### config.mk
export PLATFORM = sky130hd
export DESIGN_NAME = sync_fifo_param
export DESIGN_NICKNAME = d
export VERILOG_FILES = /design/src/rtl/sync_fifo_param.sv
export SDC_FILE = /design/constraint.sdc
export NUM_CORES = 1
export LEC_CHECK = 0
export ABC_CLOCK_PERIOD_IN_PS = 3600
export CORE_MARGIN = 2
export CORE_UTILIZATION = 54
export CTS_CLUSTER_SIZE = 16
export DETAILED_ROUTE_END_ITERATION = 6
export HOLD_SLACK_MARGIN = 0.05
export PLACE_DENSITY = 0.77
export REMOVE_ABC_BUFFERS = 1
export SYNTH_ARGS = -nofsm -noshare
export SYNTH_HDL_FRONTEND = slang
export SYNTH_SLANG_ARGS = --single-unit
### constraint.sdc
create_clock -name clk -period 3.6 [get_ports clk]
set_input_delay 0.54 -clock clk [delete_from_list [all_inputs] [get_ports clk]]
set_output_delay 0.54 -clock clk [all_outputs]
set_load 0.01 [all_outputs]
### src/rtl/sync_fifo_param.sv
//------------------------------------------------------------------------------
// Module   : sync_fifo_param
// Brief    : Parametrised single-clock FIFO with count, almost flags, flush and
//            overflow/underflow pulses. All outputs registered.
// Revision : 1.0 - initial release
//------------------------------------------------------------------------------
`default_nettype none

module sync_fifo_param #(
  parameter int DATA_WIDTH = 8,
  parameter int DEPTH      = 16,
  parameter int AF_LEVEL   = 12,
  parameter int AE_LEVEL   = 4,
  localparam int AW        = $clog2(DEPTH)
) (
  input  logic                  clk,
  input  logic                  rst,
  input  logic                  flush,
  input  logic                  write_en,
  input  logic [DATA_WIDTH-1:0] data_in,
  input  logic                  read_en,
  output logic [DATA_WIDTH-1:0] data_out,
  output logic                  full,
  output logic                  empty,
  output logic                  almost_full,
  output logic                  almost_empty,
  output logic [AW:0]           count,
  output logic                  overflow,
  output logic                  underflow
);

  localparam logic [AW:0] c_depth    = DEPTH[AW:0];
  localparam logic [AW:0] c_af_level = AF_LEVEL[AW:0];
  localparam logic [AW:0] c_ae_level = AE_LEVEL[AW:0];

  logic [DATA_WIDTH-1:0] r_mem [DEPTH];
  logic [AW:0]           r_wr_ptr;
  logic [AW:0]           r_rd_ptr;
  logic [AW:0]           r_count;
  logic [DATA_WIDTH-1:0] r_data_out;
  logic                  r_full;
  logic                  r_empty;
  logic                  r_almost_full;
  logic                  r_almost_empty;
  logic                  r_overflow;
  logic                  r_underflow;

  logic                  w_rd_acc;
  logic                  w_wr_acc;
  logic [AW:0]           w_count_nxt;

  // A full FIFO still takes a write when a read frees a slot on the same edge.
  assign w_rd_acc = read_en && !r_empty && !flush;
  assign w_wr_acc = write_en && (!r_full || w_rd_acc) && !flush;

  always_comb begin
    w_count_nxt = r_count;
    case ({w_wr_acc, w_rd_acc})
      2'b10:   w_count_nxt = r_count + 1'b1;
      2'b01:   w_count_nxt = r_count - 1'b1;
      default: w_count_nxt = r_count;
    endcase
  end

  // Storage is deliberately left out of reset.
  always_ff @(posedge clk) begin
    if (w_wr_acc) begin
      r_mem[r_wr_ptr[AW-1:0]] <= data_in;
    end
  end

  always_ff @(posedge clk or negedge rst) begin
    if (!rst) begin
      r_wr_ptr       <= '0;
      r_rd_ptr       <= '0;
      r_count        <= '0;
      r_data_out     <= '0;
      r_full         <= 1'b0;
      r_empty        <= 1'b1;
      r_almost_full  <= 1'b0;
      r_almost_empty <= 1'b1;
      r_overflow     <= 1'b0;
      r_underflow    <= 1'b0;
    end else if (flush) begin
      r_wr_ptr       <= '0;
      r_rd_ptr       <= '0;
      r_count        <= '0;
      r_full         <= 1'b0;
      r_empty        <= 1'b1;
      r_almost_full  <= 1'b0;
      r_almost_empty <= 1'b1;
      r_overflow     <= 1'b0;
      r_underflow    <= 1'b0;
    end else begin
      if (w_wr_acc) begin
        r_wr_ptr <= r_wr_ptr + 1'b1;
      end
      if (w_rd_acc) begin
        r_rd_ptr   <= r_rd_ptr + 1'b1;
        r_data_out <= r_mem[r_rd_ptr[AW-1:0]];
      end
      r_count        <= w_count_nxt;
      r_full         <= (w_count_nxt == c_depth);
      r_empty        <= (w_count_nxt == '0);
      r_almost_full  <= (w_count_nxt >= c_af_level);
      r_almost_empty <= (w_count_nxt <= c_ae_level);
      r_overflow     <= write_en && !w_wr_acc;
      r_underflow    <= read_en && !w_rd_acc;
    end
  end

  assign data_out     = r_data_out;
  assign full         = r_full;
  assign empty        = r_empty;
  assign almost_full  = r_almost_full;
  assign almost_empty = r_almost_empty;
  assign count        = r_count;
  assign overflow     = r_overflow;
  assign underflow    = r_underflow;

endmodule

`default_nettype wire

### After elaboration in Yosys (flattened, before gate mapping)

Memory sizes are Yosys's and may differ from the RTL's. A register that Yosys moved wholly into a read port is not among the register bits.
Index checks and enable logic that the tools add are counted.
Widths: inputs -> output; s select.

| word-level totals | value |
|---|---|
| memories | 1 |
| flip-flop bits (word level) | 21 |
| output and inout bits | 19 |
| bits in writable memories | 128 |
| input bits | 13 |

| operators by class | value |
|---|---|
| equal/unequal tests | 3 |
| $lt $le $gt $ge | 2 |
| add/sub/neg operators | 4 |
| muxes and demuxes | 14 |
| reduce and logical (&&, ||, !) cells | 17 |
| bitwise logic cells | 1 |

Memories:

| name | words | width | read ports | clocked after memory_dff | wr ports | line | text |
|---|---|---|---|---|---|---|---|
| r_mem | 16 | 8 | 1 | 1 | 1 | 36 | `logic [DATA_WIDTH-1:0] r_mem [DEPTH];` |

Operators by type and width:

| operator | number |
|---|---|
| $mux 5 | 5 |
| $add 5x1->5 const B | 3 |
| $pmux 5 s2 | 1 |
| $mux 1 | 8 |
| $logic_and 1x1->1 | 6 |
| $logic_not 1->1 | 6 |
| $eq 5x5->1 const B | 1 |
| $ge 5x4->1 const B | 1 |
| $le 5x3->1 const B | 1 |
| $logic_not 5->1 | 1 |
| $sub 5x1->5 const B | 1 |
| $reduce_bool 2->1 | 2 |
| $eq 2x1->1 const B | 1 |
| $eq 2x2->1 const B | 1 |
| $reduce_and 2->1 | 1 |
| $logic_or 1x1->1 | 1 |
| $not 1->1 | 1 |

### Logic depth before layout (Yosys ltp)

| depth | value |
|---|---|
| word-level depth | 10 |
| depth in mapped cells | 14 |
| gate-level depth less buffers | 11 |

### Worst setup path after synthesis

No wires, ideal clock.

| path | value |
|---|---|
| path type | input to register |
| from | input port flush |
| to | register r_almost_full (netlist: almost_full) |
| library setup time | 0.124 ns |
| cell stages on the path | 14 |
| slack | 0.084 ns |
| arrival time | 3.392 ns |
| cells stage by stage | buf_2 > or3b_2 > buf_4 > clkbuf_1 > inv_1 > ha_1 > buf_2 > xor2_1 > ha_1 > a21o_1 > a21oi_1 > nor4_1 > mux2_2 > or2_1 |

| on the way | value |
|---|---|
| word-level cells in the longest chain between the ends | 9 |
| elaborated cells on any way between the ends | 10 |

Ends and longest elaborated chain:

| what | line | text |
|---|---|---|
| start: declaration | 18 | `input logic flush,` |
| $logic_not 1->1 | 53, 54 |  |
| $logic_and 1x1->1 | 53 | `assign w_rd_acc = read_en && !r_empty && !flush;` |
| $logic_or 1x1->1 | 54 | `assign w_wr_acc = write_en && (!r_full \|\| w_rd_acc) && !flush;` |
| $logic_and 1x1->1 (2 in series) | 54 |  |
| $eq 2x1->1 or $eq 2x2->1 (tied branches) | 58 | `case ({w_wr_acc, w_rd_acc})` |
| $pmux 5 s2 | 58 |  |
| $ge 5x4->1 | 105 | `r_almost_full <= (w_count_nxt >= c_af_level);` |
| $mux 1 * | 84 | `end else if (flush) begin` |
| end signal: assignment | 105 |  |
| end: declaration | 43 | `logic r_almost_full;` |

Every way passes the cells marked *; elsewhere a longest branch is shown, timed or not.
A chain may end at the register's enable or synchronous reset.

### Final worst setup path

| path | value |
|---|---|
| from | input port read_en |
| to | register r_almost_full (netlist: almost_full) |

| on the way | value |
|---|---|
| word-level cells in the longest chain between the ends | 9 |
| elaborated cells on any way between the ends | 10 |

Ends and longest elaborated chain:

| what | line | text |
|---|---|---|
| start: declaration | 21 | `input logic read_en,` |
| $logic_and 1x1->1 * (2 in series) | 53 |  |
| $logic_or 1x1->1 | 54 |  |
| $logic_and 1x1->1 (2 in series) | 54 |  |
| $eq 2x1->1 or $eq 2x2->1 (tied branches) | 58 |  |
| $pmux 5 s2 * | 58 |  |
| $ge 5x4->1 * | 105 |  |
| $mux 1 * | 84 |  |

Marked as above.

==> impl_metrics.env <==
export IMPL_comb_power_share=0.094
export IMPL_routability_congestion_estimate=0.837
export IMPL_critical_path_endpoint_type="register"
export IMPL_rsz0062_at_grt="false"
export IMPL_grt_first_pass_wirelength_um=18700
export IMPL_leading_cell_type_by_number_of_instances_after_synthesis="sky130_fd_sc_hd__edfxtp_1"
export IMPL_number_of_antenna_violations_at_the_first_check_in_global_routing=0
export IMPL_hold_path_depth=2
export IMPL_synthDominantAreaCellType="sky130_fd_sc_hd__edfxtp_1"
export IMPL_synth_top_area_frac=0.605
export IMPL_critical_path_arrival_ns=3.39
export IMPL_finClkSkew_ns=0.00531
export IMPL_grt_use_total=0.204
export IMPL_h_tree_depth=4
export IMPL_grt_start_max_net_pins=36
export IMPL_hold_viol=0
export IMPL_synth_yosys_warnings=0
export IMPL_detailedPlacementHpwl_um=7320
export IMPL_finish_instance_area_mm2=0.00748
export IMPL_synth_async_sr_flop_share=0.174
export IMPL_io_pins=32
export IMPL_maxCapViolations=0
export IMPL_drt_wl_total_um=12000
export IMPL_dr_first_iter_drc_count=334
export IMPL_start_util=0.554
export IMPL_worst_hold_path_type="register to register"
export IMPL_hold_end="underflow"
export IMPL_worst_r2r_setup_slack_ns=0.78
export IMPL_synth_compound_gate_area_share=0.0299
export IMPL_netlist_area_before_placement_mm2=0.00635
export IMPL_combinational_family_with_the_most_area_after_synthesis="multiplexers"
export IMPL_rows=39
export IMPL_clkSinkCount=155
export IMPL_worst_r2r_path_depth=10
export IMPL_critPathRequiredTime_ns=3.90
export IMPL_ctsLongestPathBuffers=2
export IMPL_num_nets_final=420
export IMPL_power_switching_share=0.211
export IMPL_worst_slew_margin_rel=0.282
export IMPL_power_ir_vdd_worst_mv=0.587
export IMPL_synth_seq_area_share=0.712
export IMPL_ys_dominant_reg_cell="sky130_fd_sc_hd__edfxtp_1"
export IMPL_synthXorXnorAreaFrac=0.0138
export IMPL_timing_critical_path_from_type="primary input"
export IMPL_net_switching_power_uw=894
export IMPL_max_slew_worst_pin_slew_ns=1.07
export IMPL_yosys_top_cells_area="sky130_fd_sc_hd__edfxtp_1 (60%), sky130_fd_sc_hd__dfrtp_1 (9.8%), sky130_fd_sc_hd__mux4_2 (8.5%)"
export IMPL_postRouteAntennaNets=0
export IMPL_synthCells=349
export IMPL_dieArea_mm2=0.0127
export IMPL_detailedRoute_firstPassIterationCount=4
export IMPL_cts_root_buffer="sky130_fd_sc_hd__clkbuf_16"
export IMPL_post_synth_fa_ha_maj_area_fraction=0.0158
export IMPL_endpoints_failing_setup=0
export IMPL_synth_enable_flop_cells=128
export IMPL_criticalPathCategory="primary input to register"
export IMPL_antenna_diode_count=0
export IMPL_die_height_um=112
export IMPL_synth_area_per_cell_um2=18.2
export IMPL_vias=3258
export IMPL_period_share=0.858
export IMPL_tritoncts="yes"
export IMPL_syn_to_final_growth_pct=17.8
export IMPL_internal_power_uw=3330
export IMPL_synth_cells_most_frequent="sky130_fd_sc_hd__edfxtp_1 (128), sky130_fd_sc_hd__nor2_1 (33), sky130_fd_sc_hd__dfrtp_1 (25), sky130_fd_sc_hd__mux4_2 (24), sky130_fd_sc_hd__nor3_1 (15)"
export IMPL_tritoncts_num_buffers=17
export IMPL_buffer_ports_inserted=31
export IMPL_timing_hold_worst_start="empty"
export IMPL_totalNegativeSetupSlack_ns=0
export IMPL_clk_pin_slew_ns=0.06
export IMPL_post_cts_setup_buffer_count=0
export IMPL_routed_via_density=5.87
export IMPL_worst_r2r_startpoint="empty"
export IMPL_run_status="completed"
export IMPL_total_leakage_power_uw=0.00258
export IMPL_timing_max_transition_violations_final=0
export IMPL_final_min_clock_period_ns=3.09
export IMPL_cp_max_fo=4
export IMPL_drive_above_1_share=0.218
export IMPL_number_of_global_route_vias_before_repair=3313
export IMPL_synthSimpleGateAreaFrac=0.0567
export IMPL_number_of_unique_standard_cell_types_used_by_synthesis=41
export IMPL_ys_ff_latch=155
export IMPL_instance_area_after_placement_mm2=0.00689
export IMPL_worstSkewPairLatency_ns=0.41
export IMPL_remaining_drc_errors=0
export IMPL_power_share_clock=0.417
export IMPL_power_share_sequential=0.489
export IMPL_fin_hold_ws_ns=0.513
export IMPL_rr_endpoint="almost_full"
export IMPL_max_freq_ghz=0.324
export IMPL_synth_area_mux_share=0.150
export IMPL_power_density_over_cell_area_mw_per_mm2=565
export IMPL_postCtsResizedCells=0
export IMPL_core_area_mm2=0.0115
export IMPL_cts_hold_buffers_added=0
export IMPL_grt_overflow_total=0
export IMPL_wl_per_cell_um=21.6
export IMPL_die_width_um=112
==> placed cells by master, fill, tap and decap left out, types with 4 or more instances in the layout <==
cell and n:
sky130_fd_sc_hd__a21oi_1 5, sky130_fd_sc_hd__a221o_1 8, sky130_fd_sc_hd__buf_4 20, sky130_fd_sc_hd__clkbuf_16 17
sky130_fd_sc_hd__clkdlybuf4s50_1 31, sky130_fd_sc_hd__clkinv_2 5, sky130_fd_sc_hd__dfrtp_1 24, sky130_fd_sc_hd__edfxtp_1 128
sky130_fd_sc_hd__ha_1 8, sky130_fd_sc_hd__inv_1 5, sky130_fd_sc_hd__mux2_2 9, sky130_fd_sc_hd__mux2i_1 10
sky130_fd_sc_hd__mux4_1 8, sky130_fd_sc_hd__mux4_2 24, sky130_fd_sc_hd__nand2_1 12, sky130_fd_sc_hd__nand2b_1 4
sky130_fd_sc_hd__nor2_1 33, sky130_fd_sc_hd__nor2b_1 4, sky130_fd_sc_hd__nor3_1 15, sky130_fd_sc_hd__xnor2_1 4
sky130_fd_sc_hd__xor2_1 6
==> registers in the layout, indices dropped and copies added, names as in the netlist, 4 cells and up <==
register / cells
r_wr_ptr: 4
r_mem: 128
count: 5
r_rd_ptr: 4
data_out: 8
==> stage by stage <==
step | utilization | instances | power, uW | setup slack (ns)
6_report | 0.653 | 555 | 4230 | 0.510
5_1_grt | 0.653 | 555 | 4370 | 0.302
4_1_cts | 0.653 | 555 | 4260 | 0.547
3_5_place_dp | 0.601 | 523 | 2500 | 0.120
3_3_place_gp | 0.601 | 523 | 2490 | 0.149
2_1_floorplan | - | 328 | 2290 | 0.383
==> logic make-up after synthesis <==
family / Yosys count
flip-flops: 155
AND/OR/NAND/NOR: 77
AO/OA/AOI/OAI: 22
multiplexers: 51
buffers and inverters: 26
adder cells (fa/ha/maj): 8
XOR/XNOR: 10
==> how the worst max path moves through the flow <==
stage	endpoint	cells past startpoint	slack, ns	from
floorplan	almost_full	10	0.38	flush
global placement	almost_full	11	0.15	read_en
detailed placement	almost_full	11	0.12	read_en
CTS	almost_full	11	0.55	read_en
global route	almost_empty	11	0.30	read_en
finish	almost_full	11	0.51	read_en
==> routing by layer <==
metal / up-vias / part of all wire / GRT usage
li1: 1482 / - / -
met1: 1666 / 0.41 / 0.262
met2: 102 / 0.53 / 0.344
met3: 8 / 0.051 / 0.0562
met4: 0 / 0.0074 / 0.0593
met5: - / 0 / 0
==> power by group through the flow <==
stage | registers (uW) | clock network (uW) | logic (uW)
floorplan | 2120 | 0 | 172
global placement | 2100 | 0 | 388
detailed placement | 2100 | 0 | 399
CTS | 2070 | 1790 | 404
global route | 2070 | 1870 | 429
finish | 2070 | 1760 | 399
==> critical path: stages <==
cell and delay, ns:
sky130_fd_sc_hd__clkdlybuf4s50_1 0.51, sky130_fd_sc_hd__or3b_2 0.47, sky130_fd_sc_hd__inv_1 0.10, sky130_fd_sc_hd__ha_1 0.18, sky130_fd_sc_hd__xor2_1 0.15, sky130_fd_sc_hd__ha_1 0.20, sky130_fd_sc_hd__a21o_1 0.13, sky130_fd_sc_hd__a21oi_1 0.06
sky130_fd_sc_hd__nor4_1 0.40, sky130_fd_sc_hd__mux2_2 0.41, sky130_fd_sc_hd__or2_1 0.23
==> area by class of cell <==
cell class              instances  area, um2
well taps                     143        179
inverters                       5       18.8
flip-flops and latches        155       4520
clock buffers                  19        443
multi-input cells             168       1690
fillers                       746       3980
clock inverters                13        150
repair buffers                 52        480
Power figures use the tool's default switching activity.
